**config.mk**
```make
export PLATFORM = sky130hd
export DESIGN_NAME = usb_crc_check_flat
export DESIGN_NICKNAME = d
export VERILOG_FILES = /design/src/rtl/usb_crc_check_if.sv /design/src/rtl/usb_crc_check.sv /design/src/flat_wrapper.sv
export SDC_FILE = /design/constraint.sdc
export NUM_CORES = 1
export LEC_CHECK = 0
export ABC_AREA = 0
export CORE_MARGIN = 4
export CORE_UTILIZATION = 30
export DETAILED_ROUTE_END_ITERATION = 8
export SLEW_MARGIN = 40
export SYNTH_ARGS = -nofsm -noshare
export SYNTH_HDL_FRONTEND = slang
export SYNTH_SLANG_ARGS = --single-unit
```
**constraint.sdc**
```tcl
create_clock -name clk -period 2.65 [get_ports clk]
set_input_delay 0.53 -clock clk [delete_from_list [all_inputs] [get_ports clk]]
set_output_delay 0.53 -clock clk [all_outputs]
set_load 0.03 [all_outputs]
```
**src/rtl/usb_crc_check_if.sv**
```systemverilog
// usb_crc_check_if: receive CRC checker bit-stream and result bundle.
// master drives packet strobes/bits; slave returns busy/done/flags/bit_cnt.
interface usb_crc_check_if #(
  parameter int CNT_W = 14
) ();
  logic             pkt_start;
  logic [2:0]       sel;
  logic             bit_valid;
  logic             bit_in;
  logic             pkt_end;
  logic             busy;
  logic             done;
  logic             crc_ok;
  logic             crc_err;
  logic             len_err;
  logic [CNT_W-1:0] bit_cnt;

  modport master (
    output pkt_start, sel, bit_valid, bit_in, pkt_end,
    input  busy, done, crc_ok, crc_err, len_err, bit_cnt
  );

  modport slave (
    input  pkt_start, sel, bit_valid, bit_in, pkt_end,
    output busy, done, crc_ok, crc_err, len_err, bit_cnt
  );
endinterface

```
**src/rtl/usb_crc_check.sv**
```systemverilog
// usb_crc_check: USB receive CRC5/CRC16 residual and length checker.
// Ports: clk, rst_n (async low), bus (slave: strobes/bits in, results out).
module usb_crc_check #(
  parameter int MAX_DATA_BYTES = 1023,
  parameter int CNT_W = 14
) (
  input logic            clk,
  input logic            rst_n,
  usb_crc_check_if.slave bus
);
  localparam int MAX_BITS = MAX_DATA_BYTES * 8 + 16;
  localparam logic [CNT_W-1:0] MAX_CNT = CNT_W'(MAX_BITS);
  localparam logic [CNT_W-1:0] TOK_CNT = CNT_W'(16);
  localparam logic [4:0]  POLY5  = 5'b00101;
  localparam logic [15:0] POLY16 = 16'h8005;
  localparam logic [4:0]  RES5   = 5'b01100;
  localparam logic [15:0] RES16  = 16'h800D;

  typedef enum logic [1:0] {
    IDLE = 2'd0,
    RUN  = 2'd1,
    DONE = 2'd2
  } state_t;

  state_t           state_q, state_d;
  logic [2:0]       sel_q;
  logic [4:0]       crc5_q, crc5_nx;
  logic [15:0]      crc16_q, crc16_nx;
  logic [CNT_W-1:0] cnt_q, cnt_nx;
  logic             ok_q, err_q, len_q;
  logic             ok_nx, err_nx, len_nx;
  logic             take, close;
  logic             fb5, fb16;
  logic             len_ok, res_ok, len_bad;

  assign take  = (state_q == RUN) && bus.bit_valid;
  assign close = (state_q == RUN) && bus.pkt_end;
  assign fb5   = bus.bit_in ^ crc5_q[4];
  assign fb16  = bus.bit_in ^ crc16_q[15];

  always_comb begin
    crc5_nx  = crc5_q;
    crc16_nx = crc16_q;
    cnt_nx   = cnt_q;
    if (take) begin
      crc5_nx  = {crc5_q[3:0], 1'b0} ^ (fb5 ? POLY5 : 5'd0);
      crc16_nx = {crc16_q[14:0], 1'b0} ^ (fb16 ? POLY16 : 16'd0);
      if (!(&cnt_q))
        cnt_nx = cnt_q + 1'b1;
    end
  end

  // Results judged on the post-bit values so a bit sharing
  // the pkt_end cycle is part of the packet.
  always_comb begin
    len_ok = 1'b0;
    res_ok = 1'b0;
    case (sel_q)
      3'b001: begin
        len_ok = (cnt_nx == TOK_CNT);
        res_ok = (crc5_nx == RES5);
      end
      3'b010: begin
        len_ok = (cnt_nx >= TOK_CNT) &&
                 (cnt_nx[2:0] == 3'd0) &&
                 (cnt_nx <= MAX_CNT);
        res_ok = (crc16_nx == RES16);
      end
      3'b100: begin
        len_ok = (cnt_nx == '0);
        res_ok = 1'b1;
      end
      default: begin
        len_ok = 1'b0;
        res_ok = 1'b0;
      end
    endcase
    len_bad = !len_ok || (&cnt_nx);
    ok_nx   = !len_bad && res_ok;
    err_nx  = !len_bad && !res_ok;
    len_nx  = len_bad;
  end

  always_comb begin
    state_d = state_q;
    if (bus.pkt_start) begin
      state_d = RUN;
    end else begin
      case (state_q)
        IDLE:    state_d = IDLE;
        RUN:     if (bus.pkt_end) state_d = DONE;
        DONE:    state_d = IDLE;
        default: state_d = IDLE;
      endcase
    end
  end

  always_ff @(posedge clk or negedge rst_n) begin
    if (!rst_n) begin
      state_q <= IDLE;
      sel_q   <= 3'b000;
      crc5_q  <= 5'h1F;
      crc16_q <= 16'hFFFF;
      cnt_q   <= '0;
      ok_q    <= 1'b0;
      err_q   <= 1'b0;
      len_q   <= 1'b0;
    end else begin
      state_q <= state_d;
      if (bus.pkt_start) begin
        sel_q   <= bus.sel;
        crc5_q  <= 5'h1F;
        crc16_q <= 16'hFFFF;
        cnt_q   <= '0;
        ok_q    <= 1'b0;
        err_q   <= 1'b0;
        len_q   <= 1'b0;
      end else begin
        crc5_q  <= crc5_nx;
        crc16_q <= crc16_nx;
        cnt_q   <= cnt_nx;
        if (close) begin
          ok_q  <= ok_nx;
          err_q <= err_nx;
          len_q <= len_nx;
        end
      end
    end
  end

  assign bus.busy    = (state_q == RUN);
  assign bus.done    = (state_q == DONE);
  assign bus.crc_ok  = ok_q;
  assign bus.crc_err = err_q;
  assign bus.len_err = len_q;
  assign bus.bit_cnt = cnt_q;
endmodule

```
**src/flat_wrapper.sv**
```systemverilog
// flat-port wrapper written by rule: the top's interface ports become plain ports
module usb_crc_check_flat 
#(
  parameter int MAX_DATA_BYTES = 1023,
  parameter int CNT_W = 14
)
  (clk, rst_n, bus_pkt_start, bus_sel, bus_bit_valid, bus_bit_in, bus_pkt_end, bus_busy, bus_done, bus_crc_ok, bus_crc_err, bus_len_err, bus_bit_cnt);
  usb_crc_check_if #(.CNT_W(CNT_W)) bus_i ();
  input logic clk;
  input logic rst_n;
  input wire logic [$bits(bus_i.pkt_start)-1:0] bus_pkt_start;
  input wire logic [$bits(bus_i.sel)-1:0] bus_sel;
  input wire logic [$bits(bus_i.bit_valid)-1:0] bus_bit_valid;
  input wire logic [$bits(bus_i.bit_in)-1:0] bus_bit_in;
  input wire logic [$bits(bus_i.pkt_end)-1:0] bus_pkt_end;
  output wire logic [$bits(bus_i.busy)-1:0] bus_busy;
  output wire logic [$bits(bus_i.done)-1:0] bus_done;
  output wire logic [$bits(bus_i.crc_ok)-1:0] bus_crc_ok;
  output wire logic [$bits(bus_i.crc_err)-1:0] bus_crc_err;
  output wire logic [$bits(bus_i.len_err)-1:0] bus_len_err;
  output wire logic [$bits(bus_i.bit_cnt)-1:0] bus_bit_cnt;
  assign bus_i.pkt_start = bus_pkt_start;
  assign bus_i.sel = bus_sel;
  assign bus_i.bit_valid = bus_bit_valid;
  assign bus_i.bit_in = bus_bit_in;
  assign bus_i.pkt_end = bus_pkt_end;
  assign bus_busy = bus_i.busy;
  assign bus_done = bus_i.done;
  assign bus_crc_ok = bus_i.crc_ok;
  assign bus_crc_err = bus_i.crc_err;
  assign bus_len_err = bus_i.len_err;
  assign bus_bit_cnt = bus_i.bit_cnt;
  usb_crc_check #(.MAX_DATA_BYTES(MAX_DATA_BYTES), .CNT_W(CNT_W)) u_core (.clk(clk), .rst_n(rst_n), .bus(bus_i));
endmodule
```
**Word-level counts from Yosys, hierarchy flattened**

Index checks and enable logic that the tools add are counted.

- Register bits after elaboration: 43
- Bits in latches: 0
- RAM bits: 0
- Bits in read-only memories: 0
- Bits of input ports: 9
- Word-level logic and storage cells: 59
- Memories: 0

- $add $sub $neg: 1
- Multipliers: 0
- Divide/modulo/power cells: 0
- $lt $le $gt $ge: 2
- Equality and inequality tests: 9
- Shifts and indexed selects: 0
- Muxes and demuxes: 20
- Bitwise logic cells: 4
- Reductions and logical operators: 15

Operator list:

| kind | count |
|---|---|
| $mux 16 | 3 |
| $mux 14 | 3 |
| $reduce_and 14->1 | 2 |
| $eq 16x16->1 const B | 1 |
| $xor 16x16->16 | 1 |
| $add 14x1->14 const B | 1 |
| $eq 14x5->1 const B | 1 |
| $ge 14x5->1 const B | 1 |
| $le 14x14->1 const B | 1 |
| $logic_not 14->1 | 1 |
| $mux 5 | 2 |
| $logic_and 1x1->1 | 6 |
| $mux 1 | 6 |
| $mux 2 | 3 |
| $pmux 1 s3 | 2 |
| $eq 5x4->1 const B | 1 |
| $xor 5x5->5 | 1 |
| $eq 3x1->1 const B | 1 |
| $eq 3x2->1 const B | 1 |
| $eq 3x3->1 const B | 1 |
| $logic_not 1->1 | 3 |
| $logic_not 3->1 | 1 |
| $mux 3 | 1 |
| $ne 3x3->1 const B | 1 |
| other kinds (5) | 6 |

**Longest topological paths before layout**

- Word-level depth: 13
- Gate-level depth with buffers: 9

**Least setup slack after synthesis**

No wires, ideal clock.

- Path kind: register -> register
- From: register u_core.cnt_q[0], in the netlist u_core.bus.bit_cnt[0]
- To: register u_core.err_q, in the netlist u_core.bus.crc_err
- Setup time: 110 ps
- Arrival time: 2478 ps
- Data required time: 2540 ps
- Setup slack: 62 ps
- Cell stages (with the launch flop): 9
- Cell sequence: dfrtp_1 > ha_1 > nand2_1 > nor3_2 > and4_2 > a211oi_1 > or3_1 > o32a_2 > o41ai_1

- Cells in the longest elaborated chain, start to end: 13
- Elaborated cells between the ends (all ways): 19
- Classes of those cells: 1 x add/sub; 2 x order compare; 1 x eq/ne; 5 x mux; 10 x reduce/logical

Ends and longest elaborated chain:

| element | line | source |
|---|---|---|
| from (decl) | usb_crc_check.sv:29 | `logic [CNT_W-1:0] cnt_q, cnt_nx;` |
| from (signal assigned) | usb_crc_check.sv:121 | `cnt_q <= cnt_nx;` |
| $add 14x1->14 / $reduce_and 14->1 (equally long branches) | usb_crc_check.sv:49, usb_crc_check.sv:48 |  |
| $mux 14 | usb_crc_check.sv:48 | `if (!(&cnt_q))` |
| $mux 14 (*) | usb_crc_check.sv:45 | `if (take) begin` |
| $ge 14x5->1 / $logic_not 3->1 (equally long branches) | usb_crc_check.sv:64, usb_crc_check.sv:65 |  |
| $logic_and 1x1->1 | usb_crc_check.sv:64 | `len_ok = (cnt_nx >= TOK_CNT) &&` |
| $logic_and 1x1->1 | usb_crc_check.sv:65 | `(cnt_nx[2:0] == 3'd0) &&` |
| $pmux 1 s3 | usb_crc_check.sv:58 | `case (sel_q)` |
| $logic_not 1->1 | usb_crc_check.sv:78 | `len_bad = !len_ok \|\| (&cnt_nx);` |
| $logic_or 1x1->1 (*) | usb_crc_check.sv:78 |  |
| $logic_not 1->1 (*) | usb_crc_check.sv:80 | `err_nx = !len_bad && !res_ok;` |
| $logic_and 1x1->1 (*) | usb_crc_check.sv:80 |  |
| $mux 1 (*) | usb_crc_check.sv:122 | `if (close) begin` |
| $mux 1 (*) | usb_crc_check.sv:110 | `if (bus.pkt_start) begin` |
| to (signal assigned) | usb_crc_check.sv:124 | `err_q <= err_nx;` |
| to (decl) | usb_crc_check.sv:30 | `logic ok_q, err_q, len_q;` |

Mark *: on every way between the ends. The rest lies on a longest branch, timed or not. The select of a mux whose other input is x is not followed.
A chain may end at the register's enable or synchronous reset.

**Final worst setup path**

- From: input bus_bit_valid
- To: register u_core.err_q, in the netlist u_core.bus.crc_err

- Cells in the longest elaborated chain, start to end: 12
- Elaborated cells between the ends (all ways): 23
- Classes of those cells: 2 x order compare; 3 x eq/ne; 7 x mux; 11 x reduce/logical

Ends and longest elaborated chain:

| element | line | source |
|---|---|---|
| from (decl) | flat_wrapper.sv:13 | `input wire logic [$bits(bus_i.bit_valid)-1:0] bus_bit_valid;` |
| $logic_and 1x1->1 (*) | usb_crc_check.sv:36 | `assign take = (state_q == RUN) && bus.bit_valid;` |
| $mux 14 | usb_crc_check.sv:45 |  |
| $ge 14x5->1 / $logic_not 3->1 (equally long branches) | usb_crc_check.sv:64, usb_crc_check.sv:65 |  |
| $logic_and 1x1->1 | usb_crc_check.sv:64 |  |
| $logic_and 1x1->1 | usb_crc_check.sv:65 |  |
| $pmux 1 s3 | usb_crc_check.sv:58 |  |
| $logic_not 1->1 | usb_crc_check.sv:78 |  |
| $logic_or 1x1->1 | usb_crc_check.sv:78 |  |
| $logic_not 1->1 | usb_crc_check.sv:80 |  |
| $logic_and 1x1->1 (*) | usb_crc_check.sv:80 |  |
| $mux 1 (*) | usb_crc_check.sv:122 |  |
| $mux 1 (*) | usb_crc_check.sv:110 |  |

Marked as above.

==> flow_summary_export.csv <==
group,metric,value,unit
run_status,outcome,"complete, no violations",
grt,track_usage,0.125,
min_path,hp-class,"input pin to async pin",
sta,post-route-period-util,0.928,
synth,synth_area_leaders,"dfstp_2 (23%), dfrtp_1 (23%), nand2_1 (6.4%)",
critical_path,rr_worst_depth,8,
finish,nNetsFinal,315,
clocking,root_buffer,"clkbuf_8",
clocking,tritoncts,"done",
grt,grt_busiest_layer,"met2",
grt,grt_pass1_vias,2012,
clocking,htree_levels,2,
placed_design,hpwl,4090,microns
synth,syn_nets,270,
route,drt_first_iter_violations,63,
synth,netlist_instances,260,
clocking,post_cts_buffers,0,
placed_design,port_buffers,27,
floorplanning,dieArea,9580,sq um
pwr,p_leak,1.29,nW
clocking,clkTransAtPathRegs,0.09,ns
synth,ys_async_sr_fraction,1.00,
synth,yosys.area.top_type_share,0.228,
critical_path,r2r_setup_slack,0.20,ns
route,ant_nets,0,
critical_path,worstPathRequired,2.85,ns
critical_path,cp-end-kind,"flip-flop",
grt,grt_pass1_wl,9920,microns
critical_path,crit_type,"input pin to flip-flop",
synth,synth_seq_cells,43,
clocking,cts.sinks,43,
finish,drive_gt1_frac,0.252,
sta,tightest_slew,0.458,ns
sta,slew_violations,0,
critical_path,worstPathArrival,2.66,ns
floorplanning,core_area,7810,sq um
synth,seq_area_frac_synth,0.455,
critical_path,cp_max_fo,8,
pwr,powerDensity,479,nW/um^2
finish,syn2layout_area_growth,26.8,%
clocking,cts_buffer_depth,2,
placed_design,dp_slack,-0.420,ns
floorplanning,num_rows,32,
route,wl_per_cell,14.1,microns
placed_design,finalWeightedCongestion,0.804,
sta,period_needed,2.46,ns
sta,clock_skew,0.00579,ns
synth,synth-edff-count,0,
pwr,irDropWorstVdd,251,uV
route,route.detailed.drc,0,
sta,relSlewSlack,0.691,
synth,synth.avg_cell_area,9.32,sq um
synth,yosysTopAreaCell,"dfstp_2",
grt,grt_overflow,0,
synth,yosys_warnings,0,
synth,ys_types,58,
finish,diodes,0,
grt,grt_util_met3,0.0250,
critical_path,reg2reg_from,"u_core.bus.bit_cnt[1]",
finish,final_cell_area,3070,sq um
critical_path,start_kind,"input pin",
finish,utilization,0.393,
finish,num-fill-cells,801,
critical_path,r2r_end,"u_core.bus.crc_err",
grt,antenna_found_initial,0,
floorplanning,die_x,97.9,microns
grt,grt_max_degree,30,
job,cap_violations,0,
route,dr_total_vias,2049,
synth,synthFlopType,"dfrtp_1",
route,drt_wl_total,5740,microns
grt,grt_use_met2,0.199,
sta,hold_viol,0,
clocking,clk_latency,0.30,ns
route,dr.pass1.iters,4,
sta,layout_setup_ws,0.190,ns
synth,netlist_area,2420,sq um
floorplanning,pin_count,28,
clocking,cts_inserted_buffers,5,
placed_design,dpl_cell_area,2930,sq um
floorplanning,start_util,0.310,
floorplanning,die_h,97.9,microns
sta,rsz0062_at_grt,"false",
grt,use_met1,0.178,
route,vias_per_cell,5.02,
sta,fmax,0.407,GHz
sta,finalSetupViolations,0,
## power breakdown
group          switching [W]  total (W)  internal (W)
Clock               0.000241   0.000508      0.000268
Combinational       0.000122   0.000216     0.0000941
Sequential         0.0000335   0.000746      0.000713
Total               0.000396    0.00147       0.00107
## cell type report
type	instances	area (sq um)	area share
multi-input combinational	198	1260	0.411
tap	102	128	0.0415
sequential	43	1100	0.359
clock inverter	1	5.00	0.00163
timing repair buffer	51	444	0.145
inverter	6	22.5	0.00733
clock buffer	7	108	0.0350
## kinds of logic after synthesis
logic type	synth area share
buffers and inverters	0.0346
flip-flops	0.455
XOR/XNOR	0.0542
AO/OA/AOI/OAI	0.113
multiplexers	0.0263
adder cells (fa/ha/maj)	0.00516
AND/OR/NAND/NOR	0.311
## critical path: stages
cell and delay [ns]:
dlygate4sd2_1 0.26, nand3b_1 0.25, nor3_2 0.08, buf_4 0.17, a2111oi_2 0.29, a211oi_1 0.10, or3_1 0.41, o32a_2 0.22
o41ai_2 0.34
## synth_stat cells (3+ instances only)
cell type,number
a211o_1,5
a21o_1,3
a21oi_1,13
and2_2,3
clkbuf_1,9
dfrtp_1,22
dfstp_2,21
inv_1,6
mux2_2,3
mux2i_1,3
nand2_1,41
nand3_1,4
nand3b_1,14
nand4_1,3
nor2_1,24
nor2b_1,5
nor3_1,5
nor4_1,6
nor4b_1,3
o21ai_0,5
xnor2_1,8
xor2_1,7
## stage by stage
step	power (W)	hold WS, ns	TNS (ns)	std cells
6_report	0.00147	0.115	0	408
4_1_cts	0.00149	0.127	0	408
3_3_place_gp	0.000970	0.458	-0.706	400
3_5_place_dp	0.000973	0.458	-0.939	400
2_1_floorplan	0.000886	0.234	0	260
5_1_grt	0.00154	0.153	0	408
## layer usage
layer | share of wire | wire length, microns | vias to the layer above
met5 | 0 | 0 | -
met4 | 0.0084 | 48 | 0
met3 | 0.031 | 176 | 8
met2 | 0.47 | 2670 | 30
met1 | 0.50 | 2850 | 1008
li1 | - | - | 1003
## flip-flops by register name, summed over array words and instances (netlist names)
| register | cells |
|---|---|
| u_core.sel_q | 3 |
| u_core.bus.bit_cnt | 14 |
| u_core.state_q | 2 |
| u_core.crc5_q | 5 |
| u_core.bus.len_err | 1 |
| u_core.bus.crc_ok | 1 |
| u_core.crc16_q | 16 |
| u_core.bus.crc_err | 1 |
## timing repair
action | 4_1_cts | 5_1_grt
gates resized for setup | 4 | 2
endpoints found under the setup margin | 2 | 1
hold buffers | 0 | 0
pin swaps | 2 | 0
## worst max path at each step
stage,startpoint,to,slack [ns],depth (start not counted)
after global placement,bus_bit_valid,u_core.bus.crc_err,-0.30,9
after floorplan,u_core.bus.bit_cnt[0],u_core.bus.crc_err,0.06,8
after detailed placement,bus_bit_valid,u_core.bus.crc_ok,-0.42,9
after CTS,u_core.bus.bit_cnt[1],u_core.bus.crc_err,0.11,8
after global routing,u_core.bus.bit_cnt[1],u_core.bus.crc_err,0.01,8
final,bus_bit_valid,u_core.bus.crc_err,0.19,9
## layout by cell type (no fill, tap or decap), types with 3 or more instances in the layout
master	netlist	routed
xor2_1	7	7
nor2_1	24	24
nor4b_1	3	3
dfrtp_1	22	22
nor4_1	6	6
nand4_1	3	3
nor3_1	5	5
nand3_1	4	4
dfstp_2	21	21
o21ai_0	5	5
nor2b_1	5	5
mux2i_1	3	3
clkdlybuf4s50_1	0	25
buf_4	1	24
inv_1	6	6
clkbuf_8	0	6
nand3b_1	14	14
and2_2	3	3
a21oi_1	13	13
a21o_1	3	3
nand2_1	41	41
xnor2_1	8	8
a211o_1	5	5
mux2_2	3	3
Power figures use the tool's default switching activity.
